==> src/rtl/mn_sweep_scheduler_pkg.sv <==
// Shared constants for the motor-neuron sweep scheduler: FSM encodings,
// sweep geometry derived from the neuron index width, and the step-period rule.
package mn_sched_pkg;

  localparam int NN_DEFAULT       = 8;
  localparam int PIPE_LAT_DEFAULT = 2;
  localparam int SUBSTEPS_LOG2    = 2;

  localparam int NUM_NEURON = 2 ** (NN_DEFAULT + 1);
  localparam int SWEEP_LEN  = NUM_NEURON * (2 ** SUBSTEPS_LOG2);

  localparam logic [1:0] ST_IDLE    = 2'd0;
  localparam logic [1:0] ST_SWEEP   = 2'd1;
  localparam logic [1:0] ST_DRAIN   = 2'd2;
  localparam logic [1:0] ST_PUBLISH = 2'd3;

  function automatic int num_neuron_of(input int nn);
    return 2 ** (nn + 1);
  endfunction

  function automatic int sweep_len_of(input int nn);
    return num_neuron_of(nn) * (2 ** SUBSTEPS_LOG2);
  endfunction

  // substep field sits directly above the neuron index
  function automatic int substep_lsb(input int nn);
    return nn + 1;
  endfunction

  function automatic int substep_msb(input int nn);
    return nn + SUBSTEPS_LOG2;
  endfunction

  // a zero half-period is treated as one so the step never stalls
  function automatic logic [32:0] step_period(input logic [31:0] half);
    return (half == 32'd0) ? 33'd2 : {half, 1'b0};
  endfunction

endpackage

==> src/rtl/mn_sweep_scheduler_if.sv <==
// Per-step spike-count handoff from the scheduler to the muscle/EMG stage.
interface mn_sweep_scheduler_if;
  logic [31:0] cnt_data;
  logic        cnt_valid;
  logic        cnt_ready;

  modport master (output cnt_data, output cnt_valid, input cnt_ready);
  modport slave  (input cnt_data, input cnt_valid, output cnt_ready);
endinterface

==> src/rtl/mn_sweep_scheduler_step_timer.sv <==
// Free-running step-period counter; emits a registered one-cycle sim_tick when
// the counter reaches P-1 and re-samples half_cnt only on the wrap.
module mn_step_timer
  import mn_sched_pkg::*;
(
  input  logic        rawclk,
  input  logic        reset_sim_n,
  input  logic [31:0] half_cnt,
  output logic        sim_tick
);

  logic [32:0] count_r;
  logic [32:0] period_r;
  logic        loaded_r;
  logic [32:0] period_cur_s;
  logic [32:0] period_nxt_s;
  logic [32:0] count_nxt_s;
  logic        wrap_s;

  // The first cycle after reset behaves like a wrap: the live half_cnt sets P.
  always_comb begin
    period_cur_s = period_r;
    period_nxt_s = period_r;
    count_nxt_s  = count_r + 33'd1;
    if (loaded_r) begin
      period_cur_s = period_r;
    end else begin
      period_cur_s = step_period(half_cnt);
    end
    wrap_s = (count_r == (period_cur_s - 33'd1));
    if (wrap_s) begin
      count_nxt_s = 33'd0;
    end else begin
      count_nxt_s = count_r + 33'd1;
    end
    if (wrap_s || !loaded_r) begin
      period_nxt_s = step_period(half_cnt);
    end else begin
      period_nxt_s = period_r;
    end
  end

  // Counter, period latch and the registered tick.
  always_ff @(posedge rawclk or negedge reset_sim_n) begin
    if (!reset_sim_n) begin
      count_r  <= 33'd0;
      period_r <= 33'd0;
      loaded_r <= 1'b0;
      sim_tick <= 1'b0;
    end else begin
      count_r  <= count_nxt_s;
      period_r <= period_nxt_s;
      loaded_r <= 1'b1;
      sim_tick <= (count_nxt_s == (period_nxt_s - 33'd1));
    end
  end

endmodule

==> src/rtl/mn_sweep_scheduler.sv <==
// Per-step sweep of the time-multiplexed neuron counter, pipeline-aligned spike
// counting, and valid/ready publication of the count with sticky timing flags.
module mn_sweep_scheduler
  import mn_sched_pkg::*;
#(
  parameter int NN       = NN_DEFAULT,
  parameter int PIPE_LAT = PIPE_LAT_DEFAULT
) (
  input  logic                 rawclk,
  input  logic                 reset_sim_n,
  input  logic                 enable,
  input  logic [31:0]          half_cnt,
  input  logic                 pool_spike,
  output logic [NN+2:0]        neuron_counter,
  output logic                 slot_valid,
  output logic                 sim_tick,
  mn_sweep_scheduler_if.master cnt,
  output logic                 late_err,
  output logic                 overrun_err,
  output logic                 busy
);

  localparam int              SLOT_W     = substep_msb(NN) + 1;
  localparam logic [NN+2:0]   SLOT_LAST  = SLOT_W'(sweep_len_of(NN) - 1);
  localparam int              DRAIN_W    = (PIPE_LAT > 1) ? $clog2(PIPE_LAT) : 1;
  localparam logic [DRAIN_W-1:0] DRAIN_LAST = DRAIN_W'(PIPE_LAT - 1);

  logic [1:0]          state_r;
  logic [1:0]          state_nxt_s;
  logic [DRAIN_W-1:0]  drain_cnt_r;
  logic [PIPE_LAT-1:0] qual_dly_r;
  logic                qual_s;
  logic [31:0]         acc_r;
  logic [31:0]         cnt_data_r;
  logic                cnt_valid_r;

  mn_step_timer u_step_timer (
    .rawclk      (rawclk),
    .reset_sim_n (reset_sim_n),
    .half_cnt    (half_cnt),
    .sim_tick    (sim_tick)
  );

  assign qual_s        = qual_dly_r[PIPE_LAT-1];
  assign cnt.cnt_data  = cnt_data_r;
  assign cnt.cnt_valid = cnt_valid_r;

  // Next-state: a tick only launches a sweep from IDLE; enable is not consulted later.
  always_comb begin
    state_nxt_s = state_r;
    case (state_r)
      ST_IDLE: begin
        if (sim_tick && enable) state_nxt_s = ST_SWEEP;
        else                    state_nxt_s = ST_IDLE;
      end
      ST_SWEEP: begin
        if (neuron_counter == SLOT_LAST) state_nxt_s = ST_DRAIN;
        else                             state_nxt_s = ST_SWEEP;
      end
      ST_DRAIN: begin
        if (drain_cnt_r == DRAIN_LAST) state_nxt_s = ST_PUBLISH;
        else                           state_nxt_s = ST_DRAIN;
      end
      ST_PUBLISH: state_nxt_s = ST_IDLE;
      default:    state_nxt_s = ST_IDLE;
    endcase
  end

  // FSM state, slot counter and drain timer.
  always_ff @(posedge rawclk or negedge reset_sim_n) begin
    if (!reset_sim_n) begin
      state_r        <= ST_IDLE;
      busy           <= 1'b0;
      neuron_counter <= '0;
      slot_valid     <= 1'b0;
      drain_cnt_r    <= '0;
    end else begin
      state_r <= state_nxt_s;
      busy    <= (state_nxt_s != ST_IDLE);
      case (state_r)
        ST_IDLE: begin
          if (state_nxt_s == ST_SWEEP) begin
            neuron_counter <= '0;
            slot_valid     <= 1'b1;
          end
        end
        ST_SWEEP: begin
          if (neuron_counter == SLOT_LAST) begin
            slot_valid  <= 1'b0;
            drain_cnt_r <= '0;
          end else begin
            neuron_counter <= neuron_counter + SLOT_W'(1);
          end
        end
        ST_DRAIN: drain_cnt_r <= drain_cnt_r + DRAIN_W'(1);
        default: ;
      endcase
    end
  end

  // slot_valid delayed to line up with the pool's spike sample for that slot.
  always_ff @(posedge rawclk or negedge reset_sim_n) begin
    if (!reset_sim_n) begin
      qual_dly_r <= '0;
    end else begin
      qual_dly_r[0] <= slot_valid;
      for (int i = 1; i < PIPE_LAT; i++) begin
        qual_dly_r[i] <= qual_dly_r[i-1];
      end
    end
  end

  // Saturating spike accumulator, cleared as its value is published.
  always_ff @(posedge rawclk or negedge reset_sim_n) begin
    if (!reset_sim_n) begin
      acc_r <= 32'd0;
    end else if (state_r == ST_PUBLISH) begin
      acc_r <= 32'd0;
    end else if (qual_s && pool_spike && (acc_r != 32'hFFFF_FFFF)) begin
      acc_r <= acc_r + 32'd1;
    end
  end

  // Publish has priority over acceptance; an unconsumed count is overwritten.
  always_ff @(posedge rawclk or negedge reset_sim_n) begin
    if (!reset_sim_n) begin
      cnt_data_r  <= 32'd0;
      cnt_valid_r <= 1'b0;
      overrun_err <= 1'b0;
      late_err    <= 1'b0;
    end else begin
      if (state_r == ST_PUBLISH) begin
        cnt_data_r  <= acc_r;
        cnt_valid_r <= 1'b1;
        if (cnt_valid_r && !cnt.cnt_ready) overrun_err <= 1'b1;
      end else if (cnt_valid_r && cnt.cnt_ready) begin
        cnt_valid_r <= 1'b0;
      end
      if (sim_tick && (state_r != ST_IDLE)) late_err <= 1'b1;
    end
  end

endmodule

==> src/flat_wrapper.sv <==
// flat-port wrapper written by rule: the top's interface ports become plain ports
module mn_sweep_scheduler_flat import mn_sched_pkg::*;
#(
  parameter int NN       = NN_DEFAULT,
  parameter int PIPE_LAT = PIPE_LAT_DEFAULT
)
  (rawclk, reset_sim_n, enable, half_cnt, pool_spike, neuron_counter, slot_valid, sim_tick, late_err, overrun_err, busy, cnt_cnt_data, cnt_cnt_valid, cnt_cnt_ready);
  mn_sweep_scheduler_if cnt_i ();
  input  logic rawclk;
  input  logic reset_sim_n;
  input  logic enable;
  input  logic [31:0] half_cnt;
  input  logic pool_spike;
  output logic [NN+2:0] neuron_counter;
  output logic slot_valid;
  output logic sim_tick;
  output logic late_err;
  output logic overrun_err;
  output logic busy;
  output wire logic [$bits(cnt_i.cnt_data)-1:0] cnt_cnt_data;
  output wire logic [$bits(cnt_i.cnt_valid)-1:0] cnt_cnt_valid;
  input wire logic [$bits(cnt_i.cnt_ready)-1:0] cnt_cnt_ready;
  assign cnt_cnt_data = cnt_i.cnt_data;
  assign cnt_cnt_valid = cnt_i.cnt_valid;
  assign cnt_i.cnt_ready = cnt_cnt_ready;
  mn_sweep_scheduler #(.NN(NN), .PIPE_LAT(PIPE_LAT)) u_core (.rawclk(rawclk), .reset_sim_n(reset_sim_n), .enable(enable), .half_cnt(half_cnt), .pool_spike(pool_spike), .neuron_counter(neuron_counter), .slot_valid(slot_valid), .sim_tick(sim_tick), .cnt(cnt_i), .late_err(late_err), .overrun_err(overrun_err), .busy(busy));
endmodule
==> config.mk <==
export PLATFORM = sky130hd
export DESIGN_NAME = mn_sweep_scheduler_flat
export DESIGN_NICKNAME = d
export VERILOG_FILES = /design/src/rtl/mn_sweep_scheduler_pkg.sv /design/src/rtl/mn_sweep_scheduler_if.sv /design/src/rtl/mn_sweep_scheduler_step_timer.sv /design/src/rtl/mn_sweep_scheduler.sv /design/src/flat_wrapper.sv
export SDC_FILE = /design/constraint.sdc
export NUM_CORES = 1
export LEC_CHECK = 0
export BUFFER_PORTS_ARGS = -buffer_cell sky130_fd_sc_hd__buf_2
export CORE_MARGIN = 4
export CORE_UTILIZATION = 53
export DETAILED_ROUTE_END_ITERATION = 12
export MAX_ROUTING_LAYER = met4
export PLACE_DENSITY = 0.81
export REMOVE_ABC_BUFFERS = 1
export SLEW_MARGIN = 20
export SYNTH_ARGS = -nofsm -noshare
export SYNTH_HDL_FRONTEND = slang
export SYNTH_SLANG_ARGS = --single-unit
==> constraint.sdc <==
create_clock -name rawclk -period 9.85 [get_ports rawclk]
set_clock_uncertainty 0.15 [all_clocks]
set_input_delay 1.97 -clock rawclk [delete_from_list [all_inputs] [get_ports rawclk]]
set_output_delay 1.97 -clock rawclk [all_outputs]
set_load 0.03 [all_outputs]
==> run metrics <==
Final Util between 60% and 70%; Pwr Density approximately 130 nW/um^2; Die W around 150 um; CP Max Fanout 10; largest vdd supply drop about 120 uV; slew margin rel. approximately a quarter; EDFF count, synth 0; CP Launch Type input pin; DRT Wirelength between 30000 and 40000 um; I/O pins 86; Pre-antenna DRT Iters 5; endpoints failing hold 0; Placed Cells between 1500 and 2000; diode count 0; initial antenna violation count 0; main flop type after synthesis dfrtp_1; Distinct cells, synth between 70 and 80; clk_lat worst skew around 440 ps; vias a little over 10000; Critical Path AT approximately 9000 ps; Post-Syn Instances ~1300; CTS H-tree depth 4; die area ~23000 um^2; Final min period approximately 8800 ps; first-pass GRT wire length a little over 50000 um; fmax approximately 110 MHz; cell area after synthesis between 10000 and 15000 um^2; status finished, final reports clean; Lkg Pwr 5.153 nW; Clock transition at path regs approximately 70 ps; cts hold-fix bufs 0; Nets between 1000 and 1500; Worst Setup EP u_core.u_step_timer.sim_tick; Layout area overhead 11.20%; Crit path largest cell delay roughly 480 ps; post-synthesis sequential area ratio a little over a third; R2R setup slack between 2000 and 2500 ps; Worst Max-Slew Pin Slew 1133 ps; Total Routing Usage GR between 20% and 30%; Worst path most repeated cell or3_1; CP endpoint kind flip-flop; Die Y-Extent between 150 and 200 um; vias per cell between 6 and 7; CTS buffer count 17; Root Driver clkbuf_16; ratio of cells with drive above 1 in the final layout ~12%; CTS sink cnt about 150; Yosys top cell by area dfrtp_1; 1st-iter DRT viols slightly above 900; RSZ-0062 raised after global routing false; Yosys top cell area share between 30% and 40%; vias in the first global route around 9400; Critical Path RT between 10000 and 15000 ps; CTS tree built; worst hold path type reg2reg; final count of pins violating max slew 0; Post-CTS Resized 0; Tcrit/Tclk final between 80% and 90%; ys async rst share 100.0%; post-route insts no fill around 1600; port bufs 85; GR Overflow Total 0; Avg Inst Size Synth 8.224 um^2; Final setup viols 0; # rows about 50; r2r worst-path depth 27; RR Endpoint u_core.u_step_timer.sim_tick; Starting Density a little over half; Worst Setup Path Type in2reg; Ys Warns 0; Post-CTS Repair Setup Buffers 0; Seq cells post-synth around 150; CTS Buffer Depth 2; DR WL/cell between 15 and 20 um; max-cap violations 0; Final HPWL DP between 20000 and 25000 um; largest net degree at the start of global routing roughly 110; Detail Route Antenna Nets 0; worst r2r src u_core.u_step_timer.loaded_r; CP startpoint half_cnt[18]; Placer Congestion approximately 1.1; ranking of synthesized cells by area dfrtp_1, nand2_1, xnor2_1, xor2_1, mux2i_1; Remaining DRCs 0; core region area ~20000 um^2; Worst path slowest cell nor3_1
==> stage by stage <==
step / hold slack (ps) / area (um^2) / total power, mW / worst slack (ps) / setup TNS, ps
finish: 207.3 / 11920 / 1.598 / 1079 / 0
global route: 226.1 / 11920 / 1.663 / 640.9 / 0
CTS: 215.5 / 11910 / 1.601 / 1310 / 0
detailed placement: 194.1 / 11330 / 0.9479 / 897.1 / 0
global placement: 184.1 / 11330 / 0.9450 / 982.6 / 0
floorplan: 181.2 / 10400 / 0.8540 / -1155 / -1155
==> report_power, final <==
group | total, mW | leakage [nW] | internal (mW) | switching, mW
Clock | 0.654 | 0.281 | 0.359 | 0.295
Sequential | 0.699 | 1.88 | 0.653 | 0.0456
Combinational | 0.245 | 3.00 | 0.0935 | 0.152
==> critical path, delay by kind of cell <==
kind	cells	cell delay (ps)
buffers and inverters	1	160
adder cells (fa/ha/maj)	2	520
AO/OA/AOI/OAI	6	1050
AND/OR/NAND/NOR	20	5100
XOR/XNOR	1	190
==> cell type report <==
| type | count | area [um^2] |
|---|---|---|
| multi-input combinational | 1063 | 6513 |
| clock inverter | 14 | 156.4 |
| tap | 265 | 331.6 |
| fill | 1792 | 7739 |
| sequential | 153 | 3832 |
| timing repair buffer | 105 | 581.8 |
| inverter | 19 | 71.32 |
| clock buffer | 18 | 429.2 |
==> worst min path at each step <==
stage	from	end	slack, ps	depth (start not counted)
floorplan	u_core.qual_dly_r[0]	u_core.qual_dly_r[1]	180	0
global placement	u_core.qual_dly_r[0]	u_core.qual_dly_r[1]	180	0
detailed placement	u_core.qual_dly_r[0]	u_core.qual_dly_r[1]	190	0
CTS	u_core.qual_dly_r[0]	u_core.qual_dly_r[1]	220	0
global route	u_core.qual_dly_r[0]	u_core.qual_dly_r[1]	230	0
finish	u_core.qual_dly_r[0]	u_core.qual_dly_r[1]	210	0
==> cells in the mapped netlist, types with 4 or more instances <==
cell and count:
and2_1 12, mux2i_1 51, clkbuf_1 40, buf_6 4, and4_1 5, nor4b_1 7
o21ai_1 4, o22ai_1 19, nand2b_1 9, mux2_2 10, dfrtp_1 153, nand4_1 24
a21oi_1 68, or4_1 7, o21ai_0 35, or2_2 4, a211o_1 5, ha_1 5
nand2_1 224, nand3_1 52, a31oi_1 6, a2bb2oi_1 4, a22oi_1 6, and3_1 22
buf_1 8, nor3_1 46, or4b_1 6, nor2_1 136, xnor2_1 78, nor3b_1 18
xor2_1 75, or3_1 23, inv_1 19, buf_2 13, a211oi_1 11, o22a_1 6
o211ai_1 4, nor4_1 22
==> routing by layer <==
metal  wire length (um)  vias up  track usage (%)
met5                  0        -                -
met4               1300        0            11.99
met3               2736       88            3.582
met2              14770      477            45.71
met1              13450     4794            39.80
li1                   -     4704                -
==> sequential cells by signal, indices dropped and copies added (netlist names), 2 cells and up <==
signal,cells
u_core.u_step_timer.count_r,33
u_core.u_step_timer.period_r,33
u_core.acc_r,32
u_core.cnt.cnt_data,32
u_core.neuron_counter,11
u_core.qual_dly_r,2
u_core.state_r,2
==> layout by cell type (no fill, tap or decap), types with 35 or more instances in the layout <==
cell / Yosys / final
a21oi_1: 68 / 68
buf_2: 13 / 84
dfrtp_1: 153 / 152
mux2i_1: 51 / 51
nand2_1: 224 / 223
nand3_1: 52 / 52
nor2_1: 136 / 136
nor3_1: 46 / 46
o21ai_0: 35 / 35
xnor2_1: 78 / 78
xor2_1: 75 / 75
==> cell families (layout without fill, tap and decap cells) <==
group | Yosys count | in the layout | synth area share [%]
mux | 63 | 63 | 6.025
xor+xnor | 153 | 153 | 12.51
buf+inv | 87 | 156 | 3.585
simple gates | 638 | 638 | 29.31
fa+ha+maj | 5 | 5 | 0.5838
flops | 153 | 153 | 35.73
other cells | 1 | 1 | 0.03500
compound gates | 203 | 203 | 12.23
Power figures use the tool's default switching activity.
